[src/rtl/ctrl_pipeline_pkg.sv]
// Shared RV32I pipeline types: opcodes, control word, forward-mux encoding,
// stage record and the source-use / forward-select helpers.
package rv32i_types;

  typedef enum logic [6:0] {
    op_lui   = 7'b0110111,
    op_auipc = 7'b0010111,
    op_jal   = 7'b1101111,
    op_jalr  = 7'b1100111,
    op_br    = 7'b1100011,
    op_load  = 7'b0000011,
    op_store = 7'b0100011,
    op_imm   = 7'b0010011,
    op_reg   = 7'b0110011,
    op_csr   = 7'b1110011
  } rv32i_opcode;

  typedef struct packed {
    rv32i_opcode opcode;
    logic [2:0]  funct3;
    logic        valid_inst;
    logic        load_regfile;
    logic        mem_read;
    logic        mem_write;
  } rv32i_control_word;

  typedef enum logic [1:0] {
    fwd_none = 2'd0,
    fwd_mem  = 2'd1,
    fwd_wb   = 2'd2
  } fwdmux_t;

  typedef struct packed {
    rv32i_control_word ctrl;
    logic [4:0]        rd;
    logic [4:0]        rs1;
    logic [4:0]        rs2;
  } stage_t;

  localparam stage_t STAGE_BUBBLE = '0;

  // LUI/AUIPC/JAL carry no rs1; only R-type, stores and branches read rs2.
  function automatic logic uses_rs1(rv32i_opcode opcode, logic valid);
    case (opcode)
      op_jalr, op_br, op_load, op_store, op_imm, op_reg, op_csr: return valid;
      default: return 1'b0;
    endcase
  endfunction

  function automatic logic uses_rs2(rv32i_opcode opcode, logic valid);
    case (opcode)
      op_reg, op_store, op_br: return valid;
      default: return 1'b0;
    endcase
  endfunction

  function automatic fwdmux_t fwd_select(logic [4:0] rs,
                                         logic mem_wr, logic [4:0] mem_rd,
                                         logic wb_wr, logic [4:0] wb_rd);
    if (mem_wr && (mem_rd != 5'd0) && (mem_rd == rs)) return fwd_mem;
    if (wb_wr && (wb_rd != 5'd0) && (wb_rd == rs))    return fwd_wb;
    return fwd_none;
  endfunction

endpackage

[src/rtl/ctrl_pipeline_if.sv]
// Pipeline-control bundle: ID-stage inputs and per-stage control outputs.
interface ctrl_pipeline_if;
  import rv32i_types::*;

  rv32i_control_word id_ctrl;
  logic [4:0]        id_rs1, id_rs2, id_rd;
  logic              mem_stall;
  logic              flush;
  rv32i_control_word ex_ctrl, mem_ctrl, wb_ctrl;
  logic [4:0]        ex_rd, mem_rd, wb_rd;
  logic [4:0]        ex_rs1, ex_rs2;
  logic              hazard_stall;
  fwdmux_t           fwd_a_sel, fwd_b_sel;
  logic [31:0]       retired;

  modport master (
    output id_ctrl, id_rs1, id_rs2, id_rd, mem_stall, flush,
    input  ex_ctrl, mem_ctrl, wb_ctrl, ex_rd, mem_rd, wb_rd, ex_rs1, ex_rs2,
    input  hazard_stall, fwd_a_sel, fwd_b_sel, retired
  );

  modport slave (
    input  id_ctrl, id_rs1, id_rs2, id_rd, mem_stall, flush,
    output ex_ctrl, mem_ctrl, wb_ctrl, ex_rd, mem_rd, wb_rd, ex_rs1, ex_rs2,
    output hazard_stall, fwd_a_sel, fwd_b_sel, retired
  );

endinterface

[src/rtl/ctrl_pipeline_hazard_detect.sv]
// Load-use hazard detection and EX operand forward selection.
module hazard_detect
  import rv32i_types::*;
(
  input  rv32i_opcode id_opcode_i,
  input  logic        id_valid_i,
  input  logic [4:0]  id_rs1_i,
  input  logic [4:0]  id_rs2_i,
  input  logic        ex_mem_read_i,
  input  logic [4:0]  ex_rd_i,
  input  logic [4:0]  ex_rs1_i,
  input  logic [4:0]  ex_rs2_i,
  input  logic        mem_load_regfile_i,
  input  logic [4:0]  mem_rd_i,
  input  logic        wb_load_regfile_i,
  input  logic [4:0]  wb_rd_i,
  input  logic        flush_i,
  output logic        hazard_stall_o,
  output fwdmux_t     fwd_a_sel_o,
  output fwdmux_t     fwd_b_sel_o
);

  logic rs1_hit, rs2_hit;

  assign rs1_hit = uses_rs1(id_opcode_i, id_valid_i) && (ex_rd_i == id_rs1_i);
  assign rs2_hit = uses_rs2(id_opcode_i, id_valid_i) && (ex_rd_i == id_rs2_i);

  // A redirect kills the ID instruction, so it can never be waiting on a load.
  assign hazard_stall_o = !flush_i && ex_mem_read_i && (ex_rd_i != 5'd0)
                          && (rs1_hit || rs2_hit);

  assign fwd_a_sel_o = fwd_select(ex_rs1_i, mem_load_regfile_i, mem_rd_i,
                                  wb_load_regfile_i, wb_rd_i);
  assign fwd_b_sel_o = fwd_select(ex_rs2_i, mem_load_regfile_i, mem_rd_i,
                                  wb_load_regfile_i, wb_rd_i);

endmodule

[src/rtl/ctrl_pipeline.sv]
// EX/MEM/WB control-word stage registers with stall, flush, bubble insertion
// and a retired-instruction counter.
module ctrl_pipeline
  import rv32i_types::*;
(
  input  logic           clk,
  input  logic           rst,
  ctrl_pipeline_if.slave bus
);

  stage_t      ex_q, ex_d, mem_q, mem_d, wb_q, wb_d;
  logic [31:0] retired_q, retired_d;
  logic        hazard_stall;

  hazard_detect u_hazard_detect (
    .id_opcode_i        (bus.id_ctrl.opcode),
    .id_valid_i         (bus.id_ctrl.valid_inst),
    .id_rs1_i           (bus.id_rs1),
    .id_rs2_i           (bus.id_rs2),
    .ex_mem_read_i      (ex_q.ctrl.mem_read),
    .ex_rd_i            (ex_q.rd),
    .ex_rs1_i           (ex_q.rs1),
    .ex_rs2_i           (ex_q.rs2),
    .mem_load_regfile_i (mem_q.ctrl.load_regfile),
    .mem_rd_i           (mem_q.rd),
    .wb_load_regfile_i  (wb_q.ctrl.load_regfile),
    .wb_rd_i            (wb_q.rd),
    .flush_i            (bus.flush),
    .hazard_stall_o     (hazard_stall),
    .fwd_a_sel_o        (bus.fwd_a_sel),
    .fwd_b_sel_o        (bus.fwd_b_sel)
  );

  always_comb begin
    // NOTE: every next-state variable gets its hold value first, so no path
    // through the branches below can infer a latch.
    ex_d      = ex_q;
    mem_d     = mem_q;
    wb_d      = wb_q;
    retired_d = retired_q;
    if (!bus.mem_stall) begin
      // Invalid ID slots enter as clean bubbles so their don't-care fields never leak out.
      if (bus.flush || hazard_stall || !bus.id_ctrl.valid_inst) begin
        ex_d = STAGE_BUBBLE;
      end else begin
        ex_d = '{ctrl: bus.id_ctrl, rd: bus.id_rd, rs1: bus.id_rs1, rs2: bus.id_rs2};
      end
      mem_d = ex_q;
      wb_d  = mem_q;
      if (wb_q.ctrl.valid_inst) retired_d = retired_q + 32'd1;
    end
  end

  // NOTE: non-blocking assignments so every stage samples its pre-edge
  // neighbour and the pipeline shifts by exactly one stage per edge.
  always_ff @(posedge clk) begin
    if (rst) begin
      ex_q      <= STAGE_BUBBLE;
      mem_q     <= STAGE_BUBBLE;
      wb_q      <= STAGE_BUBBLE;
      retired_q <= '0;
    end else begin
      ex_q      <= ex_d;
      mem_q     <= mem_d;
      wb_q      <= wb_d;
      retired_q <= retired_d;
    end
  end

  assign bus.hazard_stall = hazard_stall;
  assign bus.ex_ctrl      = ex_q.ctrl;
  assign bus.mem_ctrl     = mem_q.ctrl;
  assign bus.wb_ctrl      = wb_q.ctrl;
  assign bus.ex_rd        = ex_q.rd;
  assign bus.mem_rd       = mem_q.rd;
  assign bus.wb_rd        = wb_q.rd;
  assign bus.ex_rs1       = ex_q.rs1;
  assign bus.ex_rs2       = ex_q.rs2;
  assign bus.retired      = retired_q;

endmodule
[src/flat_wrapper.sv]
// flat-port wrapper written by rule: the top's interface ports become plain ports
module ctrl_pipeline_flat import rv32i_types::*;
  (clk, rst, bus_id_ctrl, bus_id_rs1, bus_id_rs2, bus_id_rd, bus_mem_stall, bus_flush, bus_ex_ctrl, bus_mem_ctrl, bus_wb_ctrl, bus_ex_rd, bus_mem_rd, bus_wb_rd, bus_ex_rs1, bus_ex_rs2, bus_hazard_stall, bus_fwd_a_sel, bus_fwd_b_sel, bus_retired);
  ctrl_pipeline_if bus_i ();
  input  logic clk;
  input  logic rst;
  input wire logic [$bits(bus_i.id_ctrl)-1:0] bus_id_ctrl;
  input wire logic [$bits(bus_i.id_rs1)-1:0] bus_id_rs1;
  input wire logic [$bits(bus_i.id_rs2)-1:0] bus_id_rs2;
  input wire logic [$bits(bus_i.id_rd)-1:0] bus_id_rd;
  input wire logic [$bits(bus_i.mem_stall)-1:0] bus_mem_stall;
  input wire logic [$bits(bus_i.flush)-1:0] bus_flush;
  output wire logic [$bits(bus_i.ex_ctrl)-1:0] bus_ex_ctrl;
  output wire logic [$bits(bus_i.mem_ctrl)-1:0] bus_mem_ctrl;
  output wire logic [$bits(bus_i.wb_ctrl)-1:0] bus_wb_ctrl;
  output wire logic [$bits(bus_i.ex_rd)-1:0] bus_ex_rd;
  output wire logic [$bits(bus_i.mem_rd)-1:0] bus_mem_rd;
  output wire logic [$bits(bus_i.wb_rd)-1:0] bus_wb_rd;
  output wire logic [$bits(bus_i.ex_rs1)-1:0] bus_ex_rs1;
  output wire logic [$bits(bus_i.ex_rs2)-1:0] bus_ex_rs2;
  output wire logic [$bits(bus_i.hazard_stall)-1:0] bus_hazard_stall;
  output wire logic [$bits(bus_i.fwd_a_sel)-1:0] bus_fwd_a_sel;
  output wire logic [$bits(bus_i.fwd_b_sel)-1:0] bus_fwd_b_sel;
  output wire logic [$bits(bus_i.retired)-1:0] bus_retired;
  assign bus_i.id_ctrl = bus_id_ctrl;
  assign bus_i.id_rs1 = bus_id_rs1;
  assign bus_i.id_rs2 = bus_id_rs2;
  assign bus_i.id_rd = bus_id_rd;
  assign bus_i.mem_stall = bus_mem_stall;
  assign bus_i.flush = bus_flush;
  assign bus_ex_ctrl = bus_i.ex_ctrl;
  assign bus_mem_ctrl = bus_i.mem_ctrl;
  assign bus_wb_ctrl = bus_i.wb_ctrl;
  assign bus_ex_rd = bus_i.ex_rd;
  assign bus_mem_rd = bus_i.mem_rd;
  assign bus_wb_rd = bus_i.wb_rd;
  assign bus_ex_rs1 = bus_i.ex_rs1;
  assign bus_ex_rs2 = bus_i.ex_rs2;
  assign bus_hazard_stall = bus_i.hazard_stall;
  assign bus_fwd_a_sel = bus_i.fwd_a_sel;
  assign bus_fwd_b_sel = bus_i.fwd_b_sel;
  assign bus_retired = bus_i.retired;
  ctrl_pipeline u_core (.clk(clk), .rst(rst), .bus(bus_i));
endmodule
[config.mk]
export PLATFORM = sky130hd
export DESIGN_NAME = ctrl_pipeline_flat
export DESIGN_NICKNAME = d
export VERILOG_FILES = /design/src/rtl/ctrl_pipeline_pkg.sv /design/src/rtl/ctrl_pipeline_if.sv /design/src/rtl/ctrl_pipeline_hazard_detect.sv /design/src/rtl/ctrl_pipeline.sv /design/src/flat_wrapper.sv
export SDC_FILE = /design/constraint.sdc
export NUM_CORES = 1
export LEC_CHECK = 0
export CORE_MARGIN = 2
export CORE_UTILIZATION = 46
export CTS_CLUSTER_DIAMETER = 30
export DETAILED_ROUTE_END_ITERATION = 12
export HOLD_SLACK_MARGIN = 0.15
export PLACE_DENSITY_LB_ADDON = 0.05
export SLEW_MARGIN = 10
export SYNTH_ARGS = -nofsm -noshare
export SYNTH_HDL_FRONTEND = slang
export SYNTH_HIERARCHICAL = 1
export SYNTH_SLANG_ARGS = --single-unit
[constraint.sdc]
create_clock -name clk -period 3.34 [get_ports clk]
set_input_delay 1.002 -clock clk [delete_from_list [all_inputs] [get_ports clk]]
set_output_delay 1.002 -clock clk [all_outputs]
set_load 0.03 [all_outputs]
Yosys cells after proc, flatten, opt, wreduce, memory -nomap -nowiden
Cells that the tools add are included.
{"block": "op_classes", "addsub": 1, "n_eq_ne": 13, "n_mux": 17, "bitwise": 1, "reduce_logical": 22}
{"cell": "$add 32x1->32 const B", "n": 1}
{"cell": "$eq 5x5->1", "n": 6}
{"cell": "$mux 29", "n": 1}
{"cell": "$eq 7x7->1 const B", "n": 3}
{"cell": "$mux 2", "n": 8}
{"cell": "$reduce_bool 5->1", "n": 3}
{"cell": "$eq 7x6->1 const B", "n": 2}
{"cell": "$logic_and 1x1->1", "n": 11}
{"cell": "$mux 1", "n": 8}
{"cell": "$eq 7x2->1 const B", "n": 1}
{"cell": "$eq 7x5->1 const B", "n": 1}
{"cell": "$reduce_or 7->1", "n": 1}
{"cell": "$logic_or 1x1->1", "n": 3}
{"cell": "$reduce_or 3->1", "n": 1}
{"cell": "$logic_not 1->1", "n": 2}
{"cell": "$reduce_and 2->1", "n": 1}
{"cell": "$not 1->1", "n": 1}
{"block": "word_totals", "ff_bits": 99, "wordCells": 78}

Longest topological paths before layout
{"block": "depth", "depth_word": 9, "depth_mapped": 9}

Cells and area by module
The synthesis kept the hierarchy.
{"mod": "ctrl_pipeline", "n_inst": 1, "cells_each": 399, "area_each_um2": 3823.7, "seq_area_each_um2": 1981.9}
{"mod": "hazard_detect", "n_inst": 1, "cells_each": 55, "area_each_um2": 442.9, "seq_area_each_um2": 0.0}

Least setup slack after synthesis
No wires, ideal clock.
{"block": "synth_path", "path_kind": "flip-flop to output port", "startpoint": "reg u_core.mem_q, in the netlist u_core/bus.mem_rd[1]", "endpoint": "out bus_fwd_a_sel[1]", "t_arrival_ps": 2270, "required_ps": 2338, "slack_ps": 68, "stages_incl_launch_ff": 5, "path_cell_list": "dfxtp_1 or4_1 o21ai_2 nor4_1 nor4_2"}
{"block": "synth_via", "elab_chain_len": 5, "elab_cells_between_ends": 6}
{"element": "from (decl)", "line_no": "ctrl_pipeline.sv:11", "rtl": "stage_t ex_q, ex_d, mem_q, mem_d, wb_q, wb_d;"}
{"element": "from (signal assigned)", "line_no": "ctrl_pipeline.sv:64", "rtl": "mem_q <= mem_d;"}
{"element": "$reduce_bool 5->1", "line_no": "ctrl_pipeline_pkg.sv:60", "rtl": "if (mem_wr && (mem_rd != 5'd0) && (mem_rd == rs)) return fwd_mem;"}
{"element": "$logic_and 1x1->1", "line_no": "ctrl_pipeline_pkg.sv:60"}
{"element": "$logic_and 1x1->1 (*)", "line_no": "ctrl_pipeline_pkg.sv:60"}
{"element": "$mux 1 (*)", "line_no": "ctrl_pipeline_pkg.sv:60"}
{"element": "$mux 2 (*)", "line_no": "ctrl_pipeline_pkg.sv:61", "rtl": "if (wb_wr && (wb_rd != 5'd0) && (wb_rd == rs)) return fwd_wb;"}
{"element": "to (decl)", "line_no": "flat_wrapper.sv:22", "rtl": "output wire logic [$bits(bus_i.fwd_a_sel)-1:0] bus_fwd_a_sel;"}
Every way passes the cells marked *; elsewhere a longest branch is shown, timed or not.

Worst setup path in the final report
{"block": "layout_path", "startpoint": "in bus_id_ctrl[7]", "endpoint": "out bus_hazard_stall"}
{"block": "layout_via", "elab_chain_len": 6, "elab_cells_between_ends": 15}
{"element": "from (decl)", "line_no": "flat_wrapper.sv:7", "rtl": "input wire logic [$bits(bus_i.id_ctrl)-1:0] bus_id_ctrl;"}
{"element": "$eq 7x6->1 (tied with other cells)", "line_no": "ctrl_pipeline_pkg.sv:44, ctrl_pipeline_pkg.sv:51"}
{"element": "$reduce_or 7->1 or $reduce_or 3->1 (tied branches)", "line_no": "ctrl_pipeline_pkg.sv:44, ctrl_pipeline_pkg.sv:51"}
{"element": "$mux 1 (on tied branches)", "line_no": "ctrl_pipeline_pkg.sv:44, ctrl_pipeline_pkg.sv:51"}
{"element": "$logic_and 1x1->1 (on tied branches)", "line_no": "ctrl_pipeline_hazard_detect.sv:25, ctrl_pipeline_hazard_detect.sv:26"}
{"element": "$logic_or 1x1->1 (*)", "line_no": "ctrl_pipeline_hazard_detect.sv:30", "rtl": "&& (rs1_hit || rs2_hit);"}
{"element": "$logic_and 1x1->1 (*)", "line_no": "ctrl_pipeline_hazard_detect.sv:30"}
{"element": "to (decl)", "line_no": "flat_wrapper.sv:21", "rtl": "output wire logic [$bits(bus_i.hazard_stall)-1:0] bus_hazard_stall;"}
Marks and branches as above.

==> tab_implementation.tex <==
\begin{tabular}{lr}
\hline
Metric & Value \\
\hline
\multicolumn{2}{l}{\textbf{Yosys}} \\
Average size of a mapped cell & about 9.4 um2 \\
Synthesis-stage register bit count & a little under 100 \\
Net count after synthesis & 488 \\
Cell area after technology mapping & 4270 um2 \\
Unique masters post-synth & 38 \\
Library cell with the largest summed area after synthesis & dfxtp\_1 \\
Flip-flop cell with the highest count after synthesis & dfxtp\_1 \\
Syn. warnings & 6 \\
Portion of the post-synthesis area used by sequential elements & 46.5\% \\
Top post-synthesis cells by area & dfxtp\_1 46\%, mux2i\_1 9.1\%, nor2\_1 7.0\%, a22oi\_1 4.9\%, xor2\_1 4.5\% \\
Syn Inst Count & around 450 \\
Top cell type's share of synthesized area & 46.5\% \\
Async SR Flop Fraction & 0\% \\
Count of flip-flops with a built-in enable after synthesis & 0 \\
\multicolumn{2}{l}{\textbf{Pwr}} \\
P\_leak & 2.29 nW \\
Portion of total power attributed to sequential cells & 53.1\% \\
Combinational share of power & under 10\% \\
Power per cell area & 380 nW/um2 \\
Worst vdd rail ir drop & 0.234 mV \\
Net switching share of the total power & around a quarter \\
Switching component of the power & 0.543 mW \\
Power Internal & 1.73 mW \\
Clock power frac & 38.6\% \\
\multicolumn{2}{l}{\textbf{Timing}} \\
Achievable clock frequency & 0.297 GHz \\
RSZ-0062 raised after global routing & true \\
Final count of hold timing violations & 0 \\
Fin. max-slew vios & 0 \\
Max transition margin & between 30\% and 40\% \\
Layout Skew & 0.0145 ns \\
Number of failing setup endpoints in the final timing report & 1 \\
Setup WS post-layout & -0.0262 ns \\
Period utilization & 101\% \\
Clock period minus final worst setup slack & between 3 and 4 ns \\
Measured slew at the worst slew-check pin & 0.941 ns \\
\multicolumn{2}{l}{\textbf{Layout}} \\
Commonest non-fill, non-tap cells in the layout & 126 x clkdlybuf4s50\_1, 99 x dfxtp\_1, 80 x nor2\_1, 39 x mux2i\_1, 28 x a22oi\_1 \\
Layout fillers & about 770 \\
Number of nets in the final layout & 620 \\
Area growth from synthesis to layout & 40.4\% \\
Design area & around 6000 um2 \\
Final cell utilization of the core & roughly two thirds \\
Count of inserted antenna diode cells & 0 \\
Area of the multi-input gates & around 2200 um2 \\
Fraction of final layout cells sized beyond drive strength 1 & 7.61\% \\
Leading cell type in the layout, fill and taps excluded & clkdlybuf4s50\_1 \\
Area taken by flip-flops and latches & 1980 um2 \\
\multicolumn{2}{l}{\textbf{Critical path}} \\
Worst Path Class, Setup & input pin to primary output \\
Largest stage delay on the critical path & 0.48 ns \\
Critical path fanouts, max & 2 \\
Highest-delay cell along the critical path & clkdlybuf4s50\_1 \\
Critical path launch point type & input pin \\
CP Capture Type & primary output \\
Setup slack, reg-to-reg & 0.90 ns \\
Worst path cell trace & clkdlybuf4s50\_1, nand3b\_1, nor4\_2, o221a\_2, buf\_6 \\
Arr. time, crit path & 2.36 ns \\
Worst path required time & roughly 2.3 ns \\
\multicolumn{2}{l}{\textbf{Clock network}} \\
Clock Path Buffers & 2 \\
TritonCTS clock tree & done \\
Number of buffers inserted during clock tree synthesis & 9 \\
Clock slew at reported path FFs & 0.09 ns \\
CTS H-tree lvls & 3 \\
Cts-stage hold buffer count & 0 \\
TritonCTS sink count & 99 \\
Cell at the root of the clock tree & clkbuf\_8 \\
Clock insertion delay at the later pin of the skew report & 0.36 ns \\
\multicolumn{2}{l}{\textbf{Global route}} \\
Aggregate global routing overflow & 0 \\
Fraction of met1 tracks used by global routing & 27.9\% \\
Total GRT Usage & around 23\% \\
Wire length of the first global-routing pass & 18.5 mm \\
M2 GR Usage & 39.1\% \\
Vias in the first global route & 3726 \\
Maximum number of pins on one net before global-route repair & 69 \\
Antenna violations before repair & 0 \\
Highest-utilization routing layer at the global route stage & met2 \\
Met3 capacity usage during global routing & 5.92\% \\
\multicolumn{2}{l}{\textbf{Detailed routing}} \\
Via Count & 3882 \\
Iter 0 DRT Violations & a little over 200 \\
Antenna Nets Post-Route & 0 \\
Avg Vias per Cell & roughly 5.5 \\
Average wire length per cell after detail routing & 16.1 um \\
Routed WL & 11.3 mm \\
DRC violations left & 0 \\
Number of search-and-repair iterations in the first detailed-routing pass & 5 \\
\multicolumn{2}{l}{\textbf{Placed design}} \\
Count of input and output buffers & about 140 \\
Routability-driven placement congestion ratio & 0.764 \\
Dpl cell area & 5730 um2 \\
Detailed Place HPWL & 8.05 mm \\
\multicolumn{2}{l}{\textbf{Status}} \\
Violated checks & setup timing \\
Result of the run & complete, but fails checks \\
\multicolumn{2}{l}{\textbf{Die}} \\
Core box area & 9110 um2 \\
Row Count & 35 \\
Chip width & 100 um \\
Vertical extent of the die & 100 um \\
Die area & roughly 10000 um2 \\
Effective utilization at floorplan & 46.8\% \\
Number of ports placed on the die boundary & between 100 and 150 \\
\multicolumn{2}{l}{\textbf{Worst hold path}} \\
Hold crit path type & flop to flop \\
\multicolumn{2}{l}{\textbf{Job}} \\
Number of maximum-capacitance violations & 0 \\
\hline
\end{tabular}
logic make-up (layout without fill, tap and decap cells):
family                   after synthesis  count (layout)  share of synthesized area, %
AND/OR/NAND/NOR                      169             169                          20.9
adder cells (fa/ha/maj)                1               1                         0.293
buffers and inverters                 33             170                          3.31
XOR/XNOR                              41              41                          8.42
flip-flops                            99              99                          46.5
multiplexers                          40              40                          9.41
AO/OA/AOI/OAI                         71              71                          11.2
critical path, delay by kind of cell:
kind,cells,cell delay (ns)
buf+inv,2,0.62
simple gates,2,0.48
compound gates,1,0.27
routing by layer:
layer,vias up,wire length (um)
met3,13,689
met5,-,0
li1,1902,-
met4,0,136
met1,1856,4790
met2,111,5710
sequential cells by signal, indices dropped and copies added, names as in the netlist:
name / count
u_core/bus.ex_ctrl: 14
u_core/bus.ex_rd: 5
u_core/bus.ex_rs1: 5
u_core/bus.ex_rs2: 5
u_core/bus.mem_ctrl: 14
u_core/bus.mem_rd: 5
u_core/bus.retired: 32
u_core/bus.wb_ctrl: 14
u_core/bus.wb_rd: 5
final timing paths:
check                                            start                      to  cells past startpoint
worst min-delay path            u_core/bus.retired[31]  u_core/bus.retired[31]                      2
worst min register to register  u_core/bus.retired[31]  u_core/bus.retired[31]                      2
worst max register to register     u_core/bus.ex_rd[0]    u_core/bus.ex_rs1[1]                      8
worst max-delay path                    bus_id_ctrl[7]        bus_hazard_stall                      5
power groups by stage:
stage | clock network [mW] | logic [mW] | registers (mW)
final | 0.877 | 0.189 | 1.21
after floorplan | 0 | 0.0793 | 1.26
after CTS | 0.900 | 0.190 | 1.21
after global routing | 0.954 | 0.203 | 1.21
after global placement | 0 | 0.188 | 1.24
after detailed placement | 0 | 0.190 | 1.24
repair_timing:
action                     in CTS  in global routing
hold endpoints to repair        0                  0
pin swaps                       4                  1
setup endpoints to repair       4                  2
setup buffers                   1                  1
gates resized for setup         9                  2
final cells by class:
class                      count  area share (%)
multi-input combinational    322            36.2
sequential                    99            33.1
timing repair buffer         150            24.3
tap                          111            2.32
clock buffer                  10            2.30
clock inverter                 6            1.57
inverter                       4           0.251
per-stage QoR:
stage                     power (mW)  setup WS, ns  setup TNS, ns  cells  hold slack [ns]
after floorplan                 1.34        0.0683              0    454            0.603
after global placement          1.42       -0.0570        -0.0570    684            0.460
after detailed placement        1.42       -0.0787        -0.0787    684            0.472
after CTS                       2.30       0.00560              0    701            0.485
after global routing            2.37       -0.0470        -0.0470    702            0.524
final                           2.27       -0.0262        -0.0262    702            0.485
Yosys cell counts (3+ instances only):
master    count
nand2_1      11
nand4b_1      3
nand4_1      10
a22oi_1      28
o31ai_1      14
nor2_1       80
and4_1        6
a21oi_1      20
mux2i_1      39
nor3_1        3
or3_1         5
xor2_1       22
or4_1        19
o21ai_0       4
nand3_1      13
nor4_1        7
inv_1         4
xnor2_1      19
dfxtp_1      99
clkbuf_1     18
buf_1         7
Power figures use the tool's default switching activity.
